### config.mk
export PLATFORM = sky130hd
export DESIGN_NAME = id_pool_allocator_flat
export DESIGN_NICKNAME = d
export VERILOG_FILES = /design/src/rtl/id_pool_allocator_if.sv /design/src/rtl/id_pool_allocator.sv /design/src/flat_wrapper.sv
export SDC_FILE = /design/constraint.sdc
export NUM_CORES = 1
export LEC_CHECK = 0
export CORE_MARGIN = 4
export CORE_UTILIZATION = 47
export DETAILED_ROUTE_END_ITERATION = 7
export GPL_ROUTABILITY_DRIVEN = 0
export PLACE_DENSITY = 0.82
export SLEW_MARGIN = 10
export SYNTH_ARGS = -nofsm -noshare
export SYNTH_HDL_FRONTEND = slang
export SYNTH_SLANG_ARGS = --single-unit
### constraint.sdc
create_clock -name clk -period 2.8 [get_ports clk]
set_input_delay 0.28 -clock clk [delete_from_list [all_inputs] [get_ports clk]]
set_output_delay 0.28 -clock clk [all_outputs]
set_load 0.005 [all_outputs]
### src/rtl/id_pool_allocator_if.sv
// Handshake and status bundle for id_pool_allocator: allocation, release, flush and pool status.
// The master side is the issue/retire logic; the slave side is the allocator.
interface id_pool_allocator_if #(
    parameter int unsigned NUM_IDS = 8
);
    localparam int unsigned ID_W = $clog2(NUM_IDS);

    logic                alloc_req;
    logic                alloc_ack;
    logic [ID_W-1:0]     alloc_id;
    logic                release_valid;
    logic [ID_W-1:0]     release_id;
    logic                flush;
    logic [NUM_IDS-1:0]  in_use;
    logic [ID_W:0]       count;
    logic                full;
    logic                empty;
    logic                double_release;

    modport master (
        output alloc_req, release_valid, release_id, flush,
        input  alloc_ack, alloc_id, in_use, count, full, empty, double_release
    );

    modport slave (
        input  alloc_req, release_valid, release_id, flush,
        output alloc_ack, alloc_id, in_use, count, full, empty, double_release
    );
endinterface

### src/rtl/id_pool_allocator.sv
// Busy-vector ID pool: one combinational grant and one release per cycle, plus global flush.
// Optional round-robin search start enabled by ID_POOL_ALLOCATOR_RR_ALLOC_EN.
module id_pool_allocator #(
    parameter int unsigned NUM_IDS = 8
) (
    input logic              clk,
    input logic              rst,
    id_pool_allocator_if.slave bus
);
    localparam int unsigned ID_W = $clog2(NUM_IDS);
    localparam logic [ID_W:0] CountMax = (ID_W + 1)'(NUM_IDS);

    logic [NUM_IDS-1:0] in_use_q, in_use_d;
    logic [ID_W:0]      count_q, count_d;
    logic               dbl_q, dbl_d;

    logic               full, ack, found;
    logic [ID_W-1:0]    base, cand, pick;
    logic [NUM_IDS-1:0] set_mask, clr_mask;
    logic               rel_legal, rel_illegal;

`ifdef ID_POOL_ALLOCATOR_RR_ALLOC_EN
    logic [ID_W-1:0] ptr_q, ptr_d;

    assign base = ptr_q;

    always_comb begin
        ptr_d = ptr_q;
        if (bus.flush) begin
            ptr_d = '0;
        end else if (ack) begin
            ptr_d = pick + ID_W'(1);  // wraps naturally since NUM_IDS is a power of two
        end
    end

    always_ff @(posedge clk or negedge rst) begin
        if (!rst) begin
            ptr_q <= '0;
        end else begin
            ptr_q <= ptr_d;
        end
    end
`else
    assign base = '0;
`endif

    // First free ID scanning upward from base, wrapping.
    always_comb begin
        found = 1'b0;
        pick  = '0;
        cand  = '0;
        for (int i = 0; i < NUM_IDS; i++) begin
            cand = base + ID_W'(i);
            if (!found && !in_use_q[cand]) begin
                pick  = cand;
                found = 1'b1;
            end
        end
    end

    assign full = (count_q == CountMax);
    // Gating with rst keeps the grant low for the whole asynchronous reset window.
    assign ack  = rst & bus.alloc_req & ~full & ~bus.flush;

    assign rel_legal   = bus.release_valid & in_use_q[bus.release_id];
    assign rel_illegal = bus.release_valid & ~in_use_q[bus.release_id];
    assign set_mask    = ack ? (NUM_IDS'(1) << pick) : '0;
    assign clr_mask    = rel_legal ? (NUM_IDS'(1) << bus.release_id) : '0;

    always_comb begin
        in_use_d = (in_use_q | set_mask) & ~clr_mask;
        count_d  = count_q;
        dbl_d    = dbl_q | rel_illegal;
        unique case ({ack, rel_legal})
            2'b10:   count_d = count_q + (ID_W + 1)'(1);
            2'b01:   count_d = count_q - (ID_W + 1)'(1);
            default: count_d = count_q;
        endcase
        if (bus.flush) begin
            in_use_d = '0;
            count_d  = '0;
            dbl_d    = 1'b0;
        end
    end

    always_ff @(posedge clk or negedge rst) begin
        if (!rst) begin
            in_use_q <= '0;
            count_q  <= '0;
            dbl_q    <= 1'b0;
        end else begin
            in_use_q <= in_use_d;
            count_q  <= count_d;
            dbl_q    <= dbl_d;
        end
    end

    assign bus.alloc_ack      = ack;
    assign bus.alloc_id       = pick;
    assign bus.in_use         = in_use_q;
    assign bus.count          = count_q;
    assign bus.full           = full;
    assign bus.empty          = (count_q == '0);
    assign bus.double_release = dbl_q;
endmodule

### src/flat_wrapper.sv
// flat-port wrapper written by rule: the top's interface ports become plain ports
module id_pool_allocator_flat 
#(
    parameter int unsigned NUM_IDS = 8
)
  (clk, rst, bus_alloc_req, bus_release_valid, bus_release_id, bus_flush, bus_alloc_ack, bus_alloc_id, bus_in_use, bus_count, bus_full, bus_empty, bus_double_release);
  id_pool_allocator_if #(.NUM_IDS(NUM_IDS)) bus_i ();
  input logic clk;
  input logic rst;
  input wire logic [$bits(bus_i.alloc_req)-1:0] bus_alloc_req;
  input wire logic [$bits(bus_i.release_valid)-1:0] bus_release_valid;
  input wire logic [$bits(bus_i.release_id)-1:0] bus_release_id;
  input wire logic [$bits(bus_i.flush)-1:0] bus_flush;
  output wire logic [$bits(bus_i.alloc_ack)-1:0] bus_alloc_ack;
  output wire logic [$bits(bus_i.alloc_id)-1:0] bus_alloc_id;
  output wire logic [$bits(bus_i.in_use)-1:0] bus_in_use;
  output wire logic [$bits(bus_i.count)-1:0] bus_count;
  output wire logic [$bits(bus_i.full)-1:0] bus_full;
  output wire logic [$bits(bus_i.empty)-1:0] bus_empty;
  output wire logic [$bits(bus_i.double_release)-1:0] bus_double_release;
  assign bus_i.alloc_req = bus_alloc_req;
  assign bus_i.release_valid = bus_release_valid;
  assign bus_i.release_id = bus_release_id;
  assign bus_i.flush = bus_flush;
  assign bus_alloc_ack = bus_i.alloc_ack;
  assign bus_alloc_id = bus_i.alloc_id;
  assign bus_in_use = bus_i.in_use;
  assign bus_count = bus_i.count;
  assign bus_full = bus_i.full;
  assign bus_empty = bus_i.empty;
  assign bus_double_release = bus_i.double_release;
  id_pool_allocator #(.NUM_IDS(NUM_IDS)) u_core (.clk(clk), .rst(rst), .bus(bus_i));
endmodule
# Word-level counts from Yosys, hierarchy flattened
# Index checks and enable logic that the tools add are counted.
# op_classes
add_sub_neg	2
multipliers	0
n_div	0
order_cmp	1
n_eq_ne	3
n_shift	2
muxes	22
bitwise	12
n_reduce_logical	22
# ops
cell	count
two-way mux 8 bit	3
two-way mux 3 bit	6
left shift 1 x 3 -> 8 bit, first input constant	2
logical NOT 1 bit	13
two-way mux 1 bit	10
AND 8 bit	1
inverter 8 bit	1
bitwise OR 8 bit	1
case mux 4 bit (2 select lines)	1
logical AND 1 bit	7
AND 1 bit	5
adder 4 x 1 -> 4 bit, second input constant	1
equality test 4 bit, second input constant	1
logical NOT 4 bit	1
less-than comparator 3 x 4 -> 1 bit, second input constant	1
two-way mux 4 bit	1
subtractor 4 x 1 -> 4 bit, second input constant	1
binary-select mux 1 bit (select 3 bit)	1
inverter 1 bit	3
nonzero test 3 bit	1
equality test 2 x 1 -> 1 bit, second input constant	1
equality test 2 bit, second input constant	1
bitwise OR 1 bit	1
# word_totals
regBits	13
latch_bits	0
ram_bits	0
rom_bits	0
inputBits	8
out_inout_bits	19
memories	0

# Depth between registers and ports, before layout
# depth
depth_word	26
depth_mapped	11
depth_no_buf	9

# Least setup slack after synthesis
# No wires, ideal clock.
# synth_path
kind	reg2reg
from	register u_core.count_q[0], in the netlist u_core.bus.count[0]
to	register u_core.count_q[3], in the netlist u_core.bus.count[3]
setup_ns	0.070
t_arrival_ns	2.528
required_time_ns	2.730
slack_ns	0.201
stages_incl_launch_ff	12
period_less_slack_ns	2.599
cell_sequence	dfrtp_1 -> nor4b_1 -> or3_1 -> buf_6 -> and4_4 -> buf_6 -> ha_1 -> a21o_1 -> a21oi_1 -> nand4_1 -> mux2_2 -> nand4_1
# synth_between
elab_chain_cells	7
# synth_lines
element	line	source
start: declaration	id_pool_allocator.sv:14	logic [ID_W:0] count_q, count_d;
start signal: assignment	id_pool_allocator.sv:93	count_q <= count_d;
equality test 4 bit *	id_pool_allocator.sv:61	assign full = (count_q == CountMax);
net bus_full	flat_wrapper.sv:18	output wire logic [$bits(bus_i.full)-1:0] bus_full;
inverter 1 bit *	id_pool_allocator.sv:63	assign ack = rst & bus.alloc_req & ~full & ~bus.flush;
AND 1 bit * (2 in series)	id_pool_allocator.sv:63	
equality test 2 x 1 -> 1 bit or equality test 2 bit (tied branches)	id_pool_allocator.sv:74	unique case ({ack, rel_legal})
case mux 4 bit (2 select lines)	id_pool_allocator.sv:74	
two-way mux 4 bit	id_pool_allocator.sv:79	if (bus.flush) begin
# Mark *: on every way through the listed nets, which the timed path passes. The rest lies on a longest branch.
# A chain may end at the register's enable or synchronous reset.

# Worst setup path in the final report
# layout_path
from	input port bus_release_id[1]
to	register u_core.count_q[3], in the netlist u_core.bus.count[3]
# layout_between
elab_chain_cells	6
# layout_lines
element	line	source
start: declaration	flat_wrapper.sv:12	input wire logic [$bits(bus_i.release_id)-1:0] bus_release_id;
binary-select mux 1 bit (select 3 bit) *	id_pool_allocator.sv:65	assign rel_legal = bus.release_valid & in_use_q[bus.release_id];
two-way mux 1 bit (implied by the code) *	id_pool_allocator.sv:65	
AND 1 bit *	id_pool_allocator.sv:65	
equality test 2 x 1 -> 1 bit or equality test 2 bit (tied branches)	id_pool_allocator.sv:74	
case mux 4 bit (2 select lines)	id_pool_allocator.sv:74	
two-way mux 4 bit	id_pool_allocator.sv:79	
# Every way passes the cells marked *; elsewhere a longest branch is shown, timed or not. The select of a mux whose other input is x is not followed.

==> flow_metrics.tcl <==
set metrics [dict create \
    outcome "completed" \
    first_global_vias 1040 \
    numPortBuffers 26 \
    wl_per_cell_um 16.1 \
    ys_seq_elements 13 \
    die_w_um 53.5 \
    maxCapViolations 0 \
    cts_setup_buffers 0 \
    areaGrowthSynthToFinish_pct 35.7 \
    finalClockSkew_ns 0.00245 \
    switching_power_uw 141 \
    dp.cells 171 \
    path_cells "clkdlybuf4s50_1, mux2i_1, a22oi_1, and4_4, ha_1, a21o_1, a21oi_1, nor2_1, a32oi_1, nand4_1" \
    fin_setup_tns_ns 0 \
    synth-edff-count 0 \
    p_seq_share_pct 45.1 \
    worstSetupStartpoint "bus_release_id[1]" \
    avgSynthCellArea_um2 8.48 \
    multiInputGateArea_um2 606 \
    n_antenna_cell 0 \
    crit_fanout 6 \
    remaining_drc_errors 0 \
    yosys.area.top_type "dfrtp_1" \
    finalHoldViolCount 0 \
    synth_fa_ha_area_share_pct 4.62 \
    p_leak_nw 0.561 \
    crit_path_top_delay_cell "clkdlybuf4s50_1" \
    period_needed_ns 2.63 \
    post-route-period-util_pct 93.8 \
    final_util_pct 67.4 \
    synth-simple-area-share_pct 27.3 \
    max_freq_mhz 381 \
    grt_start_max_net_pins 15 \
    end_kind "flop" \
    yosys-top-cells-area "dfrtp_1 (33%), a21oi_1 (4.6%), mux2i_1 (4.1%)" \
    syn_area_um2 975 \
    cts_buffers 3 \
    relSlewSlack_pct 69.1 \
    grt_overflow_total 0 \
    register_area_um2 325 \
    async_flop_share_pct 100 \
    viasPerCell 6.17 \
    syn_nets 126 \
    wl_um 2810 \
    layout_common_cells "clkdlybuf4s50_1 (26), dfrtp_1 (13), nand2_1 (10)" \
    critical_path_class "primary input to flop" \
    worst-slew-pin-transition_ns 0.461 \
    slowest_delay_ns 0.64 \
    switching_share_pct 30.2 \
    grtUsageTotal_pct 22.4 \
    yosysSeqAreaShare_pct 33.4 \
    fin_cells 175 \
    fin_area_mm2 0.00132 \
    cts_tree "done" \
    hpwl_um 2170 \
    internal-power_uw 326 \
    num_rows 16 \
    placed_area_mm2 0.00129 \
    yosysWarningCount 0 \
    ant_nets 0 \
    synthDistinctLibCells 38 \
    clock-sinks 13 \
    drt_iter0_drc 50 \
    nets 160 \
    drive_gt1_share_pct 9.46 \
    ios 27 \
    dieHeight_um 53.5 \
    rsz0062_at_grt "no" \
    synthMuxAreaShare_pct 5.26 \
    num_vias 1079 \
    dr.pass1.iters 4 \
    critPathRequiredTime_ns 2.95 \
    layout_setup_ws_ns 0.175 \
    clk_latency_ns 0.27 \
    p_comb_share_pct 29.1 \
    powerDensity_mw_per_mm2 353 \
    syn_inst 115 \
    reg2reg_from "u_core.bus.count[0]" \
    final_max_slew_viol_count 0 \
    dp_worst_setup_slack_ns -0.105 \
    worst_ep_arrival_time_ns 2.78 \
    setup_violations 0 \
    initial_utilization_pct 49.7 \
    min_path_type "primary input to asynchronous set/reset pin" \
    num-fill-cells 175 \
    cts_buffer_depth 2 \
    synth_ff_type "dfrtp_1" \
    mostFrequentLayoutCell "clkdlybuf4s50_1" \
    cp-start-kind "primary input" \
    cts-htree-levels 1 \
    yosys.area.top_type_share_pct 33.4 \
    ir_drop_mv 0.260 \
    path_clk_slew_ns 0.09 \
    clockRootBuffer "clkbuf_4" \
    synth_top_family_by_area "simple AND/OR/NAND/NOR gates" \
    antenna_found_initial 0 \
    p_clk_share_pct 25.7 \
    dieArea_mm2 0.00287 \
    synthXorXnorAreaFrac_pct 0.899 \
    synth-compound-area-share_pct 23.4 \
    core_mm2 0.00196 \
    grt_pass1_wl_um 4660 \
]
[cell type report]
| class | instances | area share, % |
|---|---|---|
| timing repair buffer | 33 | 23.7 |
| multi-input combinational | 93 | 45.8 |
| sequential | 13 | 24.6 |
| tap | 27 | 2.55 |
| clock buffer | 4 | 1.99 |
| inverter | 5 | 1.42 |
[power by group through the flow]
stage	Clock (mW)	Sequential [mW]	Combinational (mW)
floorplan	0	0.211	0.0658
global placement	0	0.213	0.129
detailed placement	0	0.214	0.134
CTS	0.123	0.210	0.135
global route	0.133	0.212	0.149
finish	0.120	0.210	0.136
[synth_stat cells, drive strengths merged (2+ instances only)]
cell     n
dfrtp   13
nor2     9
nand4    4
mux2i    4
nand3    5
nand2b   2
o21ai    7
inv      5
nor2b    4
nand2   10
and3     2
a22oi    2
o21a     2
a31oi    3
a21oi    9
buf      3
and2     3
a311oi   4
nor3     5
ha       2
[per-layer routing]
layer	up-vias	global-route usage [%]	wire length, um
met2	64	36.1	1360
met1	505	28.5	1130
met5	-	0	0
met4	0	11.1	90
li1	498	-	-
met3	12	4.43	229
[sequential cells by signal (all words and copies together) (netlist names)]
register and cells:
u_core.bus.in_use 8, u_core.bus.double_release 1, u_core.bus.count 4
[logic make-up after synthesis]
logic type	count (synthesis)
buffers and inverters	9
DFF	13
xor gates and xnor gates	1
AOI/OAI and AO/OA	34
muxes	5
and+or+nand+nor	50
adders and majority gates	3
[final timing paths]
kind                                        endpoint  slack (ns)  depth (start not counted)
min reg2reg                u_core.bus.double_release        0.55                          2
min in group clk           u_core.bus.double_release        0.55                          2
max reg2reg                      u_core.bus.count[3]        0.31                          9
max in group asynchronous       u_core.bus.in_use[6]        2.24                          2
max                              u_core.bus.count[3]        0.17                         10
min                              u_core.bus.count[3]        0.39                          2
[critical path: cells and delay by family]
| kind | cells | cell delay [ns] |
|---|---|---|
| compound gates | 4 | 0.85 |
| simple gates | 3 | 0.44 |
| buf+inv | 1 | 0.64 |
| mux | 1 | 0.29 |
| fa+ha+maj | 1 | 0.28 |
[stage by stage]
stage / total power, mW / hold WS (ns)
2_1_floorplan: 0.277 / -0.0156
3_3_place_gp: 0.341 / 0.489
3_5_place_dp: 0.348 / 0.530
4_1_cts: 0.468 / 0.399
5_1_grt: 0.494 / 0.412
6_report: 0.466 / 0.394
[timing repair]
action	CTS	global route
setup endpoints to repair	0	1
hold buffers	0	0
gates resized for setup	0	1
No activity file was read; power rests on OpenSTA's default activity.
